## config.mk

```make
export PLATFORM = sky130hd
export DESIGN_NAME = hist_stream_capture
export DESIGN_NICKNAME = d
export VERILOG_FILES = /design/src/rtl/hist_pkg.sv /design/src/rtl/hist_bin_ram.sv /design/src/rtl/hist_stream_capture.sv
export SDC_FILE = /design/constraint.sdc
export NUM_CORES = 1
export LEC_CHECK = 0
export CAP_MARGIN = 20
export CORE_MARGIN = 2
export CORE_UTILIZATION = 35
export CTS_CLUSTER_DIAMETER = 80
export DETAILED_ROUTE_END_ITERATION = 6
export GPL_TIMING_DRIVEN = 0
export PLACE_DENSITY = 0.53
export SYNTH_ARGS = -nofsm -noshare
export SYNTH_HDL_FRONTEND = slang
export SYNTH_SLANG_ARGS = --single-unit
```

## constraint.sdc

```tcl
create_clock -name clk -period 3.3 [get_ports clk]
set_clock_uncertainty 0.05 [all_clocks]
set_input_delay 0.66 -clock clk [delete_from_list [all_inputs] [get_ports clk]]
set_output_delay 0.66 -clock clk [all_outputs]
set_load 0.03 [all_outputs]
```

## src/rtl/hist_pkg.sv

```systemverilog
// Shared constants and types for the histogram core and its readout capture.
// Both ends import these so producer and consumer agree on frame geometry.
package hist_pkg;

    localparam int NUM_BINS = 16;
    localparam int DATA_W   = 8;
    localparam int IDX_W    = $clog2(NUM_BINS);
    localparam int SUM_W    = DATA_W + IDX_W;

    typedef enum logic [1:0] {
        IDLE    = 2'd0,
        CAPTURE = 2'd1,
        DONE    = 2'd2
    } cap_state_t;

endpackage

```

## src/rtl/hist_bin_ram.sv

```systemverilog
// Single-write, single-registered-read bin buffer with read-before-write.
// Only the read register is reset; the array itself is never cleared.
module hist_bin_ram #(
    parameter int DEPTH  = 16,
    parameter int DATA_W = 8,
    parameter int ADDR_W = 4
) (
    input  logic              clk,
    input  logic              reset,
    input  logic              we,
    input  logic [ADDR_W-1:0] wr_addr,
    input  logic [DATA_W-1:0] wr_data,
    input  logic [ADDR_W-1:0] rd_addr,
    output logic [DATA_W-1:0] rd_data
);

    logic [DATA_W-1:0] mem_q [DEPTH];
    logic [DATA_W-1:0] rd_data_q;

    always_ff @(posedge clk) begin
        if (we) begin
            mem_q[wr_addr] <= wr_data;
        end
    end

    // Separate read register: same-cycle read of the written address sees the old word.
    always_ff @(posedge clk) begin
        if (reset) begin
            rd_data_q <= '0;
        end else begin
            rd_data_q <= mem_q[rd_addr];
        end
    end

    assign rd_data = rd_data_q;

endmodule

```

## src/rtl/hist_stream_capture.sv

```systemverilog
// Captures one histogram readout frame into a local buffer and derives
// total, peak value/index and a length-error flag from the stream.
module hist_stream_capture
    import hist_pkg::*;
#(
    parameter int NUM_BINS = hist_pkg::NUM_BINS,
    parameter int DATA_W   = hist_pkg::DATA_W,
    parameter int IDX_W    = hist_pkg::IDX_W,
    parameter int SUM_W    = hist_pkg::SUM_W
) (
    input  logic              clk,
    input  logic              reset,
    input  logic              arm,
    input  logic              valid_in,
    input  logic [DATA_W-1:0] data_in,
    input  logic              last_in,
    input  logic [IDX_W-1:0]  rd_addr,
    output logic [DATA_W-1:0] rd_data,
    output logic              busy,
    output logic              done,
    output logic [IDX_W:0]    bin_count,
    output logic [SUM_W-1:0]  sum_out,
    output logic [DATA_W-1:0] peak_val,
    output logic [IDX_W-1:0]  peak_idx,
    output logic              err_len
);

    localparam int CNT_W = IDX_W + 1;
    localparam logic [CNT_W-1:0] FULL_CNT = CNT_W'(NUM_BINS);

    cap_state_t        state_q,    state_d;
    logic [CNT_W-1:0]  count_q,    count_d;
    logic [SUM_W-1:0]  sum_q,      sum_d;
    logic [DATA_W-1:0] peak_val_q, peak_val_d;
    logic [IDX_W-1:0]  peak_idx_q, peak_idx_d;
    logic              err_q,      err_d;

    logic              wr_en;
    logic              overflow;

    always_comb begin
        state_d    = state_q;
        count_d    = count_q;
        sum_d      = sum_q;
        peak_val_d = peak_val_q;
        peak_idx_d = peak_idx_q;
        err_d      = err_q;
        wr_en      = 1'b0;
        overflow   = 1'b0;

        // arm takes priority in every state, including over a same-cycle beat.
        if (arm) begin
            state_d    = CAPTURE;
            count_d    = '0;
            sum_d      = '0;
            peak_val_d = '0;
            peak_idx_d = '0;
            err_d      = 1'b0;
        end else begin
            case (state_q)
                IDLE: begin
                    state_d = IDLE;
                end
                CAPTURE: begin
                    if (valid_in) begin
                        if (count_q != FULL_CNT) begin
                            wr_en   = 1'b1;
                            count_d = count_q + 1'b1;
                            sum_d   = sum_q + {{IDX_W{1'b0}}, data_in};
                            if (data_in > peak_val_q) begin
                                peak_val_d = data_in;
                                peak_idx_d = count_q[IDX_W-1:0];
                            end
                        end else begin
                            overflow = 1'b1;
                            err_d    = 1'b1;
                        end
                        if (last_in) begin
                            state_d = DONE;
                            if ((count_d != FULL_CNT) || overflow) begin
                                err_d = 1'b1;
                            end
                        end
                    end
                end
                DONE: begin
                    state_d = DONE;
                end
                default: begin
                    state_d = IDLE;
                end
            endcase
        end
    end

    always_ff @(posedge clk) begin
        if (reset) begin
            state_q    <= IDLE;
            count_q    <= '0;
            sum_q      <= '0;
            peak_val_q <= '0;
            peak_idx_q <= '0;
            err_q      <= 1'b0;
        end else begin
            state_q    <= state_d;
            count_q    <= count_d;
            sum_q      <= sum_d;
            peak_val_q <= peak_val_d;
            peak_idx_q <= peak_idx_d;
            err_q      <= err_d;
        end
    end

    hist_bin_ram #(
        .DEPTH  (NUM_BINS),
        .DATA_W (DATA_W),
        .ADDR_W (IDX_W)
    ) u_bin_ram (
        .clk     (clk),
        .reset   (reset),
        .we      (wr_en && !reset),
        .wr_addr (count_q[IDX_W-1:0]),
        .wr_data (data_in),
        .rd_addr (rd_addr),
        .rd_data (rd_data)
    );

    assign busy      = (state_q == CAPTURE);
    assign done      = (state_q == DONE);
    assign bin_count = count_q;
    assign sum_out   = sum_q;
    assign peak_val  = peak_val_q;
    assign peak_idx  = peak_idx_q;
    assign err_len   = err_q;

endmodule

```

==> out/metrics.cfg <==
[grt]
grt_util_all_layers=0.165
antenna_found_initial=0
grt_max_degree=21
grt_pass1_wl_mm=26.4
grt-ovfl-total=0
grt_pass1_vias=4532

[pwr]
power_density_nw_per_um2=529
power_leakage_uw=0.00292
ir_drop_mv=0.379

[logic_synthesis]
post-synth-top-count-cell=edfxtp_1
ys_async_sr_fraction=0
synth_area_leaders=edfxtp_1 53%, dfxtp_1 11%, mux4_2 6.9%
syn-instance-count=489
synthesis.nets=529
synthTopCellsByCount=128 x edfxtp_1, 40 x dfxtp_1, 24 x a21oi_1, 24 x nand2_1
ys_seq_area_frac=0.644
yosys.area.top_type_share=0.533
synth-warning-count=0
ys_ff_latch=168
synth-main-ff-cell=edfxtp_1
synth_edf_count=128
ys_types=55
yosys.area.top_type=edfxtp_1
syn_area_um2=7210
avgSynthCellArea_um2=14.7

[layout]
final_nets=602
fillCellCount=1831
drive_above_1_share=0.139
n_antenna_cell=0
syn_to_final_growth_pct=20.4
final-instance-count-excl-fill=845

[route]
ant_nets=0
drtIter0Drc=211
routedWlPerCell_um=20.1
vias=4386
avgViaCountPerCell=5.19
totalWireLength_mm=17.0
dr.pass1.iters=4
drc=0

[clocking]
clk_pin_slew_worst_paths_ns=0.06
cts_resized=0
cts_tree=built
cts.sinks=168
clk_latency_ns=0.43
ctsHoldBuffers=0
cts-root-buf=clkbuf_16
cts_buffers=17
htree_num_levels=4
cts_setup_buffers=0
clockBufferDepth=2

[timing]
period_share=0.935
worst-slew-pin-transition_ns=0.998
rsz0062_at_grt=false
min_period_ns=3.09
fmax_ghz=0.324
fin_hold_ws_ns=0.447
hold_violations=0
drv_slew=0
setup_viol=0
slew_headroom=0.332

[setup_path]
max_stage_delay_ns=0.91
crit_arrival_ns=3.39
cpLargestDelayFamily=buffers and inverters
crit_slowest_cell=clkdlybuf4s50_1
path_class=primary input to flip-flop
end_kind=flip-flop
path_buf_inv=2
required_ns=3.60
r2r_slack_ns=0.52
crit_fanout=19
crit_chain=clkdlybuf4s50_1 -> ha_1 -> o21ai_0 -> nor2_1 -> nand4bb_1 -> clkbuf_1 -> nand3_1 -> a21oi_1
startpoint_type=primary input

[flow_run]
cap_violations=0

[place]
gp_congestion=0.806
dp_hpwl_mm=11.3
portBuffers=54
place_inst=813

[die]
die_h_um=148
core_um2=20200
ios=57
rows=52
start_util=0.356
dieArea_um2=21800
fp.dieW_um=148

[run_status]
outcome=complete, no violations

[worst_hold_path]
hold_class=flip-flop to flip-flop

==> stage by stage <==
stage / util / instance area [µm²] / total power, µW / setup WS (ns) / setup TNS (ns)
2_1_floorplan: - / 7210 / 2520 / 0.889 / 0
3_3_place_gp: 0.400 / 8090 / 2650 / -0.305 / -4.34
3_5_place_dp: 0.400 / 8090 / 2650 / -0.320 / -4.21
4_1_cts: 0.429 / 8680 / 4640 / 0.110 / 0
5_1_grt: 0.429 / 8680 / 4750 / 0.0505 / 0
6_report: 0.429 / 8680 / 4590 / 0.214 / 0
==> power breakdown <==
| part | leakage, µW | total [µW] | switching [µW] | internal [µW] |
|---|---|---|---|---|
| Clock | 0.000282 | 1990 | 801 | 1190 |
| Combinational | 0.00116 | 310 | 189 | 121 |
| Sequential | 0.00148 | 2290 | 7.26 | 2290 |
| Total | 0.00292 | 4590 | 997 | 3600 |
==> layer usage <==
metal | GRT usage | share of wire | wire length [µm]
met1 | 0.226 | 0.48 | 8120
met2 | 0.253 | 0.46 | 7740
met3 | 0.0444 | 0.048 | 813
met4 | 0.0591 | 0.018 | 312
met5 | 0 | 0 | 0
==> cells in the final DEF (no fill, tap or decap), drive strengths merged, types with 8 or more instances in the layout <==
cell type / instances
mux4: 23
clkbuf: 29
buf: 15
nor2b: 8
nor2: 19
edfxtp: 128
a21oi: 24
dfxtp: 40
mux2i: 13
ha: 22
o21ai: 24
inv: 14
clkdlybuf4s50: 53
xor2: 8
a211oi: 10
and2: 12
nand2: 25
and3: 9
o22ai: 9
nand3: 16
==> sequential cells by signal, summed over array words and instances, names as in the netlist <==
| name | count |
|---|---|
| peak_val | 8 |
| sum_out | 12 |
| bin_count | 5 |
| state_q | 2 |
| err_len | 1 |
| peak_idx | 4 |
| u_bin_ram.mem_q | 128 |
| u_bin_ram.rd_data | 8 |
==> cells by family (layout without fill, tap and decap cells) <==
| family | count (synthesis) | count (layout) | share of synthesized area |
|---|---|---|---|
| DFF | 168 | 168 | 0.644 |
| and+or+nand+nor | 110 | 110 | 0.0855 |
| AOI/OAI and AO/OA | 97 | 97 | 0.0854 |
| muxes | 42 | 42 | 0.0998 |
| buffers and inverters | 36 | 122 | 0.0286 |
| adders and majority gates | 23 | 23 | 0.0409 |
| xor gates and xnor gates | 13 | 13 | 0.0158 |
==> final timing paths <==
kind | startpoint | endpoint | cells past startpoint
max reg2reg | bin_count[0]$_SDFFE_PP0P_ | u_bin_ram.mem_q[6][1]$_DFFE_PP_ | 7
min reg2reg | peak_val[6]$_SDFFE_PP0P_ | peak_val[6]$_SDFFE_PP0P_ | 2
max | data_in[7] | peak_val[1]$_SDFFE_PP0P_ | 8
min | peak_val[6]$_SDFFE_PP0P_ | peak_val[6]$_SDFFE_PP0P_ | 2
==> worst register-to-register path, stage by stage (launching register included) <==
cell	delay (ns)
dfxtp_1	0.52
inv_1	0.14
ha_1	0.32
and4bb_4	0.28
nor2_8	0.18
nand2_4	0.12
nor3b_2	0.36
and2_1	0.47
==> area by class of cell <==
cell class	count	area (µm²)	share of cell area
Sequential cell	168	4640	0.535
Multi-Input combinational cell	285	2360	0.272
Timing Repair Buffer	54	543	0.0626
Clock buffer	20	437	0.0503
Tap cell	270	338	0.0389
Buffer	24	161	0.0186
Clock inverter	12	150	0.0173
Inverter	12	45.0	0.00519
No activity file was read; power rests on OpenSTA's default activity.
